## src/rtl/sketch_query_reader.sv

```systemverilog
// rtl/sketch_query_reader.sv - count-min sketch query reader (per-row bucket read, min fold)
//
// Purpose:
//   Accepts one query (D row hashes + fingerprint) per handshake, issues one
//   bucket read per row to the sketch RAM, folds the returned counters into a
//   running minimum and presents the estimate on a held result port.
//
// Optional feature:
//   QUERY_FP_CHECK_EN - when defined, a row only contributes if the stored
//   fingerprint equals the query fingerprint. When undefined every row
//   contributes (plain count-min).
//
// Ports:
//   ap_clk, ap_rst_n        clock, synchronous active-low reset
//   q_valid/q_ready         query handshake; q_hash = D x 14-bit hashes, q_fp
//   mem_ce/mem_addr/mem_q   sketch RAM read port, 1-cycle read latency
//   r_valid/r_ready         result handshake; r_count estimate, r_hit flag
module sketch_query_reader #(
    parameter int D          = 3,
    parameter int BUCKET_NUM = 48,
    parameter int FP_W       = 16,
    parameter int CNT_W      = 16,
    parameter int ADDR_W     = 8
) (
    input  logic                    ap_clk,
    input  logic                    ap_rst_n,
    input  logic                    q_valid,
    output logic                    q_ready,
    input  logic [D*14-1:0]         q_hash,
    input  logic [FP_W-1:0]         q_fp,
    output logic                    mem_ce,
    output logic [ADDR_W-1:0]       mem_addr,
    input  logic [FP_W+CNT_W-1:0]   mem_q,
    output logic                    r_valid,
    input  logic                    r_ready,
    output logic [CNT_W-1:0]        r_count,
    output logic                    r_hit
);

    localparam int RW = (D < 2) ? 1 : $clog2(D + 1);

    typedef enum logic [1:0] {
        ST_IDLE = 2'd0,
        ST_READ = 2'd1,
        ST_DONE = 2'd2
    } state_t;

    state_t              state_q;
    logic                q_ready_q;
    logic                mem_ce_q;
    logic [ADDR_W-1:0]   mem_addr_q;
    logic                r_valid_q;
    logic [CNT_W-1:0]    r_count_q;
    logic                r_hit_q;

    logic [D*14-1:0]     hash_q;
    logic [FP_W-1:0]     fp_q;
    logic [RW-1:0]       iss_q;       // next row to issue
    logic                iss_last_q;  // row currently on the RAM port is the last one
    logic                dv_q;        // mem_q carries valid row data this cycle
    logic                dlast_q;     // ... and it is the last row's data
    logic [CNT_W-1:0]    min_q;
    logic                hit_q;

    logic [CNT_W-1:0]    cnt;
    logic                fp_match;
    logic                row_qual;
    logic [CNT_W-1:0]    min_d;
    logic                hit_d;

    // Bucket address: r*BUCKET_NUM + ((h*BUCKET_NUM) >> 14). The scaled index
    // always lands below BUCKET_NUM, so rows never alias into each other.
    function automatic logic [ADDR_W-1:0] row_addr(input logic [13:0] h, input int r);
        logic [21:0] prod;
        logic [31:0] a;
        prod = {8'b0, h} * 22'(BUCKET_NUM);
        a    = 32'(r) * 32'(BUCKET_NUM) + {24'b0, prod[21:14]};
        return a[ADDR_W-1:0];
    endfunction

    assign cnt      = mem_q[CNT_W-1:0];
    assign fp_match = (mem_q[FP_W+CNT_W-1:CNT_W] == fp_q);

`ifdef QUERY_FP_CHECK_EN
    assign row_qual = fp_match;
`else
    // Fingerprint is compared but does not gate: every row qualifies.
    assign row_qual = 1'b1 | fp_match;
`endif

    always_comb begin
        min_d = min_q;
        hit_d = hit_q;
        if (row_qual) begin
            hit_d = 1'b1;
            if (cnt < min_q) begin
                min_d = cnt;
            end
        end
    end

    always_ff @(posedge ap_clk) begin
        if (!ap_rst_n) begin
            state_q    <= ST_IDLE;
            q_ready_q  <= 1'b0;
            mem_ce_q   <= 1'b0;
            mem_addr_q <= '0;
            r_valid_q  <= 1'b0;
            r_count_q  <= '0;
            r_hit_q    <= 1'b0;
            hash_q     <= '0;
            fp_q       <= '0;
            iss_q      <= '0;
            iss_last_q <= 1'b0;
            dv_q       <= 1'b0;
            dlast_q    <= 1'b0;
            min_q      <= '1;
            hit_q      <= 1'b0;
        end else begin
            // Read data follows the issue by exactly one cycle.
            dv_q    <= mem_ce_q;
            dlast_q <= mem_ce_q & iss_last_q;

            case (state_q)
                ST_IDLE: begin
                    mem_ce_q   <= 1'b0;
                    mem_addr_q <= '0;
                    iss_last_q <= 1'b0;
                    q_ready_q  <= 1'b1;
                    if (q_valid && q_ready_q) begin
                        hash_q     <= q_hash;
                        fp_q       <= q_fp;
                        min_q      <= '1;
                        hit_q      <= 1'b0;
                        // Row 0 is issued straight from the input so it
                        // appears on the RAM port in the first READ cycle.
                        mem_ce_q   <= 1'b1;
                        mem_addr_q <= row_addr(q_hash[13:0], 0);
                        iss_last_q <= (D == 1);
                        iss_q      <= RW'(1);
                        q_ready_q  <= 1'b0;
                        state_q    <= ST_READ;
                    end
                end

                ST_READ: begin
                    q_ready_q <= 1'b0;
                    if (int'(iss_q) < D) begin
                        mem_ce_q   <= 1'b1;
                        mem_addr_q <= row_addr(hash_q[int'(iss_q)*14 +: 14], int'(iss_q));
                        iss_last_q <= (int'(iss_q) == D - 1);
                        iss_q      <= iss_q + RW'(1);
                    end else begin
                        mem_ce_q   <= 1'b0;
                        mem_addr_q <= '0;
                        iss_last_q <= 1'b0;
                    end

                    if (dv_q) begin
                        min_q <= min_d;
                        hit_q <= hit_d;
                        if (dlast_q) begin
                            r_valid_q <= 1'b1;
                            r_count_q <= hit_d ? min_d : '0;
                            r_hit_q   <= hit_d;
                            state_q   <= ST_DONE;
                        end
                    end
                end

                ST_DONE: begin
                    mem_ce_q   <= 1'b0;
                    mem_addr_q <= '0;
                    iss_last_q <= 1'b0;
                    q_ready_q  <= 1'b0;
                    if (r_ready) begin
                        r_valid_q <= 1'b0;
                        r_count_q <= '0;
                        r_hit_q   <= 1'b0;
                        q_ready_q <= 1'b1;
                        state_q   <= ST_IDLE;
                    end
                end

                default: begin
                    state_q <= ST_IDLE;
                end
            endcase
        end
    end

    assign q_ready  = q_ready_q;
    assign mem_ce   = mem_ce_q;
    assign mem_addr = mem_addr_q;
    assign r_valid  = r_valid_q;
    assign r_count  = r_count_q;
    assign r_hit    = r_hit_q;

endmodule
```

## config.mk

```make
export PLATFORM = sky130hd
export DESIGN_NAME = sketch_query_reader
export DESIGN_NICKNAME = d
export VERILOG_FILES = /design/src/rtl/sketch_query_reader.sv
export SDC_FILE = /design/constraint.sdc
export NUM_CORES = 1
export LEC_CHECK = 0
export ABC_CLOCK_PERIOD_IN_PS = 4550
export BUFFER_PORTS_ARGS = -buffer_cell sky130_fd_sc_hd__buf_2
export CORE_AREA = 10 10 147 149
export CTS_BUF_LIST = sky130_fd_sc_hd__clkbuf_2
export DETAILED_ROUTE_END_ITERATION = 10
export DIE_AREA = 0 0 157 159
export PLACE_DENSITY = 0.49
export SLEW_MARGIN = 0
export SYNTH_ARGS = -nofsm -noshare
export SYNTH_HDL_FRONTEND = slang
export SYNTH_SLANG_ARGS = --single-unit
```

## constraint.sdc

```tcl
create_clock -name ap_clk -period 4.55 [get_ports ap_clk]
set_input_delay 0.91 -clock ap_clk [delete_from_list [all_inputs] [get_ports ap_clk]]
set_output_delay 0.91 -clock ap_clk [all_outputs]
set_load 0.01 [all_outputs]
```

Word-level counts from Yosys, hierarchy flattened --
Index checks and enable logic that the tools add are counted.
Storage, ports and cells: input bits 94, output and inout bits 28, logic and storage cells 72, register bits 92
Operators by class: reductions and logical operators 12, eq/ne operators 8, add/subtract/negate cells 2, shift operators 1, bitwise gates (word level) 1, multiplexer cells 30, $mul 4, order comparisons 2
Operator list (number):
- 16-bit 2-to-1 mux | 6
- 16-bit one-hot mux with 2 select lines | 2
- 42-bit by 7-bit variable part select with 14-bit output | 1
- 14-bit by 2-bit multiplier with 16-bit output, second input constant | 2
- 8-bit one-hot mux with 3 select lines | 1
- 16-bit < comparator | 1
- 2-bit 2-to-1 mux | 5
- 2-bit != test, second input constant | 5
- 8-bit by 6-bit adder with 8-bit output | 1
- 1-bit 2-to-1 mux | 8
- 8-bit 2-to-1 mux | 1
- 4-bit AND reduction | 2
- 6-bit 2-to-1 mux | 1
- 1-bit one-hot mux with 3 select lines | 2
- 2-bit one-hot mux with 3 select lines | 1
- 3-bit AND reduction | 2
- 2-bit nonzero test | 3
- 2-bit by 3-bit multiplier with 5-bit output, second input constant | 1
- 2-bit equality test, second input constant | 2
- 2-bit by 2-bit multiplier with 4-bit output, second input constant | 1
- 1-bit one-hot mux with 2 select lines | 2
- 2-bit one-hot mux with 2 select lines | 1
- 3-bit nonzero test | 1
- 2-bit by 1-bit adder with 2-bit output, second input constant | 1
- other kinds (7) | 7

Logic depth before layout (Yosys ltp) --
depth in word-level cells 6, depth in mapped cells 19, mapped depth without buffers 17

Least setup slack after synthesis --
No wires, ideal clock.
path type register to register, start point register iss_q[1], end point register mem_addr_q[6] (netlist: mem_addr[6]), clock period less this slack 4142 ps, data required time 4422 ps, arrival time 4014 ps, setup time 128 ps, buffers on the path 4, cell stages (with the launch flop) 20, path slack 408 ps, cells stage by stage dfxtp_1 clkbuf_1 buf_2 buf_1 clkbuf_1 o22ai_1 ha_1 or3_1 a311oi_1 nand3b_1 a31oi_1 a21oi_1 xnor2_1 ha_1 inv_1 fa_1 xnor2_1 and4_1 a21oi_1 nor2_1
Between the ends: longest elaborated chain between the ends 6, elaborated cells on any way between the ends 8, those cells by class add/sub: 1; mul: 3; order compare: 1; shift: 1; mux: 2
RTL lines:
- start, declared | line 58 | logic [RW-1:0] iss_q;
- start signal, assigned | line 152 | iss_q <= iss_q + RW'(1);
- 2-bit by 3-bit multiplier with 5-bit output | line 150 | mem_addr_q <= row_addr(hash_q[int'(iss_q)*14 +: 14], int'(iss_q));
- 42-bit by 7-bit variable part select with 14-bit output | line 150
- 14-bit by 2-bit multiplier with 16-bit output | line 76 | prod = {8'b0, h} * 22'(BUCKET_NUM);
- 8-bit by 6-bit adder with 8-bit output | line 77 | a = 32'(r) * 32'(BUCKET_NUM) + {24'b0, prod[21:14]};
- 8-bit 2-to-1 mux (*) | line 148 | if (int'(iss_q) < D) begin
- 8-bit one-hot mux with 3 select lines (*) | line 124 | case (state_q)
- end signal, assigned | line 138 | mem_addr_q <= row_addr(q_hash[13:0], 0);
- end signal, assigned | line 150
- end, declared | line 51 | logic [ADDR_W-1:0] mem_addr_q;
Mark *: on every way between the ends. The rest lies on a longest branch, timed or not. A chain may end at the register's enable or synchronous reset.

Final worst setup path --
start point register iss_q[1], end point register mem_addr_q[5] (netlist: mem_addr[5])
The elaborated chain is that of the path after synthesis.

==> impl_metrics.csv <==
group,metric,value,unit
run_status,status,"complete, no violations",
place,routabilityCongestion,0.779,
sta,rsz0062_at_grt,"false",
global_routing,grt_max_degree,47,
synth,synth_cells,684,
global_routing,grt_pass1_vias,4824,
place,port_buffers,89,
route,vias,4948,
route,firstDrtPassIters,5,
route,drcViolationCount,0,
synth,ys_seq_elements,92,
cts,cts_setup_buffers,0,
route,totalWireLength,15.3,mm
finish,syn2layout_area_growth,14.6,%
setup_path,cp.arrival,4640,ps
synth,ys_warn_count,0,
cts,clockRootBuffer,"clkbuf_2",
finish,fin_area,6270,µm²
setup_path,worstPathRequired,5120,ps
finish,fillers,2018,
setup_path,critPathMaxStageDelay,770,ps
sta,maxSlewHeadroom,52.4,%
synth,syn_area,5470,µm²
finish,final_util,33.8,%
synth,synth-main-ff-cell,"dfxtp_1",
cts,numCtsBuffers,9,
cts,cts_tree,"done",
route,wl_met3,664,µm
finish,final_cells,991,
sta,skew,45.3,ps
cts,clockBufferDepth,2,
route,route.top_layer_used,"met4",
global_routing,track_usage,12.1,%
route,wl_met2,7.25,mm
place,dpl_cell_area,6130,µm²
synth,synth_nets,830,
setup_path,crit_path_max_fanout,14,
job,cap_violations,0,
hold_path,hold_class,"in2reg",
setup_path,reg2reg_depth,16,
sta,setup_violations,0,
hold_path,min_path_cells,3,
sta,period_share,89.6,%
sta,worst_slew_pin_slew,712,ps
sta,setup_tns,0,ps
place,place_ws,514,ps
cts,insertion_delay,630,ps
synth,synth_edf_count,0,
sta,setup_ws,474,ps
route,drt-met1-wl,7.19,mm
cts,hold_buffers,0,
hold_path,hp-start,"q_hash[17]",
place,hpwl,11.4,mm
sta,slew_violations,0,
sta,period_needed,4080,ps
setup_path,cp_slowest_cell,"dfxtp_1",
global_routing,grt_overflow,0,
sta,hold_viol_final,0,
cts,cts_sinks,92,
power,power_leakage,2.67,nW
power,max-vdd-ir-drop,139,µV
synth,yosysSeqAreaShare,33.7,%
setup_path,crit_type,"reg2reg",
finish,antenna_cells,0,
setup_path,start_kind,"flip-flop",
cts,ctsResizeCount,0,
route,drtAntennaViolNets,0,
floorplanning,die_h,159,µm
finish,drive_above_1_share,18.1,%
setup_path,r2r_slack,470,ps
global_routing,grt_pass1_wl,24.9,mm
global_routing,antenna_found_initial,0,
setup_path,r2r-end,"mem_addr[5]$_SDFFE_PN0P_",
hold_path,min_to,"hash_q[17]$_SDFFE_PN0P_",
route,drt_iter0_drc,215,
setup_path,end_kind,"flip-flop",
setup_path,rr_startpoint,"iss_q[1]$_SDFFE_PN0P_",
cts,path_clk_slew,290,ps
floorplanning,die-area,25000,µm²
synth,synth_cell_types,60,
floorplanning,rows,50,
floorplanning,start_util,29.5,%
place,placed_cells,976,
cts,h-tree-depth,3,
route,post_drt_wl_per_cell,15.5,µm
floorplanning,die-width,157,µm
finish,final_nets,899,
floorplanning,core-area,18600,µm²
route,avgViaCountPerCell,4.99,
synth,syn_area_per_cell,8.00,µm²
synth,async_flop_share,0,%
power,cellPowerDensity,294,nW/µm²
sta,maxClockFrequency,245,MHz
floorplanning,num_io_pins,122,
setup_path,cp_cell_sequence,"buf_4 -> mux2i_1 -> o22ai_1 -> ha_1 -> or3_1 -> a311oi_1 -> nand3b_1 -> a31oi_1 -> a21oi_1 -> xnor2_1 -> ha_1 -> inv_1 -> fa_1 -> o21ai_0 -> o221ai_1 -> a21oi_1",
flip-flops by register name (all words and copies together) (netlist names):
signal,cells
iss_last_q,1
mem_ce,1
mem_addr,8
hash_q,42
state_q,2
r_hit,1
iss_q,2
q_ready,1
dlast_q,1
min_q,16
r_count,16
dv_q,1
worst max path at each step:
stage / start / endpoint / slack, ps / depth (start not counted)
2_1_floorplan: iss_q[1]$_SDFFE_PN0P_ / mem_addr[6]$_SDFFE_PN0P_ / 410 / 19
6_report: iss_q[1]$_SDFFE_PN0P_ / mem_addr[5]$_SDFFE_PN0P_ / 470 / 16
4_1_cts: iss_q[1]$_SDFFE_PN0P_ / mem_addr[5]$_SDFFE_PN0P_ / 460 / 16
3_5_place_dp: iss_q[1]$_SDFFE_PN0P_ / mem_addr[5]$_SDFFE_PN0P_ / 510 / 16
5_1_grt: iss_q[1]$_SDFFE_PN0P_ / mem_addr[5]$_SDFFE_PN0P_ / 7 / 16
3_3_place_gp: iss_q[1]$_SDFFE_PN0P_ / mem_addr[5]$_SDFFE_PN0P_ / 530 / 16
cells in the mapped netlist (6+ instances only):
| cell type | n | area, µm² |
|---|---|---|
| nand2_1 | 148 | 556 |
| dfxtp_1 | 92 | 1840 |
| a21oi_1 | 69 | 345 |
| ha_1 | 51 | 638 |
| clkbuf_1 | 36 | 135 |
| inv_1 | 32 | 120 |
| nand4_1 | 21 | 131 |
| nor2_1 | 20 | 75.1 |
| o211ai_1 | 20 | 150 |
| o21ai_0 | 20 | 100 |
| mux2i_1 | 17 | 170 |
| nand3_1 | 15 | 75.1 |
| nor3_1 | 12 | 60.1 |
| o22a_1 | 12 | 105 |
| o22ai_1 | 12 | 75.1 |
| and3_1 | 7 | 43.8 |
| nor3b_1 | 7 | 52.6 |
| a21o_1 | 6 | 45.0 |
| a31oi_1 | 6 | 37.5 |
layer usage:
| layer | GRT usage, % | vias to the layer above |
|---|---|---|
| met1 | 15.1 | 2254 |
| li1 | - | 2594 |
| met5 | 0 | - |
| met3 | 3.02 | 10 |
| met2 | 20.1 | 90 |
| met4 | 3.39 | 0 |
stage by stage:
step / power (mW) / hold WS, ps
2_1_floorplan: 1.21 / 433
3_3_place_gp: 1.37 / 445
3_5_place_dp: 1.37 / 450
4_1_cts: 1.87 / 411
5_1_grt: 1.96 / 400
6_report: 1.84 / 467
cell usage in the layout (no fill, tap or decap), types with 4 or more instances in the layout:
cell type	netlist	final
a21oi_1	69	69
a21o_1	6	6
a211oi_1	5	5
nand4_1	21	21
inv_1	32	31
nor3b_1	7	7
o22a_1	12	12
o2111a_1	5	5
and3_1	7	7
dfxtp_1	92	92
o22ai_1	12	12
nand3b_1	5	5
nor2_1	20	20
a31oi_1	6	6
xnor2_1	4	4
nand3_1	15	15
and2_1	4	4
nand2_1	148	148
clkbuf_2	0	9
ha_1	51	51
a311oi_2	5	5
buf_4	2	13
o21ai_0	20	20
nor3_1	12	11
nor2b_1	4	4
buf_2	2	89
o211ai_1	20	20
mux2i_1	17	17
cell families (layout without fill, tap and decap cells):
family                   Yosys count  after routing  share of synthesized area, %
AND/OR/NAND/NOR                  258            258                          22.2
AO/OA/AOI/OAI                    183            183                          22.4
flip-flops                        92             92                          33.7
buffers and inverters             76            149                          5.53
adder cells (fa/ha/maj)           52             52                          12.0
multiplexers                      19             19                          3.52
XOR/XNOR                           4              4                         0.640
final cells by class:
cell class	instances	area [µm²]	share of cell area, %
Clock inverter	6	96.3	1.54
Inverter	32	120	1.92
Tap cell	234	293	4.67
Multi-Input combinational cell	516	3330	53.1
Clock buffer	9	45.0	0.718
Timing Repair Buffer	102	543	8.66
Sequential cell	92	1840	29.4
critical path, delay by kind of cell, from the launching register on:
family / cells / cell delay (ps)
AO/OA/AOI/OAI: 7 / 1260
XOR/XNOR: 1 / 140
adder cells (fa/ha/maj): 3 / 860
buffers and inverters: 2 / 320
flip-flops: 1 / 770
multiplexers: 1 / 190
AND/OR/NAND/NOR: 2 / 510
power breakdown:
part	internal, mW	leakage [nW]	switching (mW)	total, mW
logic	0.169	1.84	0.274	0.443
registers	0.865	0.748	0.0383	0.903
clock network	0.186	0.0809	0.311	0.497
total	1.22	2.67	0.623	1.84
(Power assumes the default switching activity.)
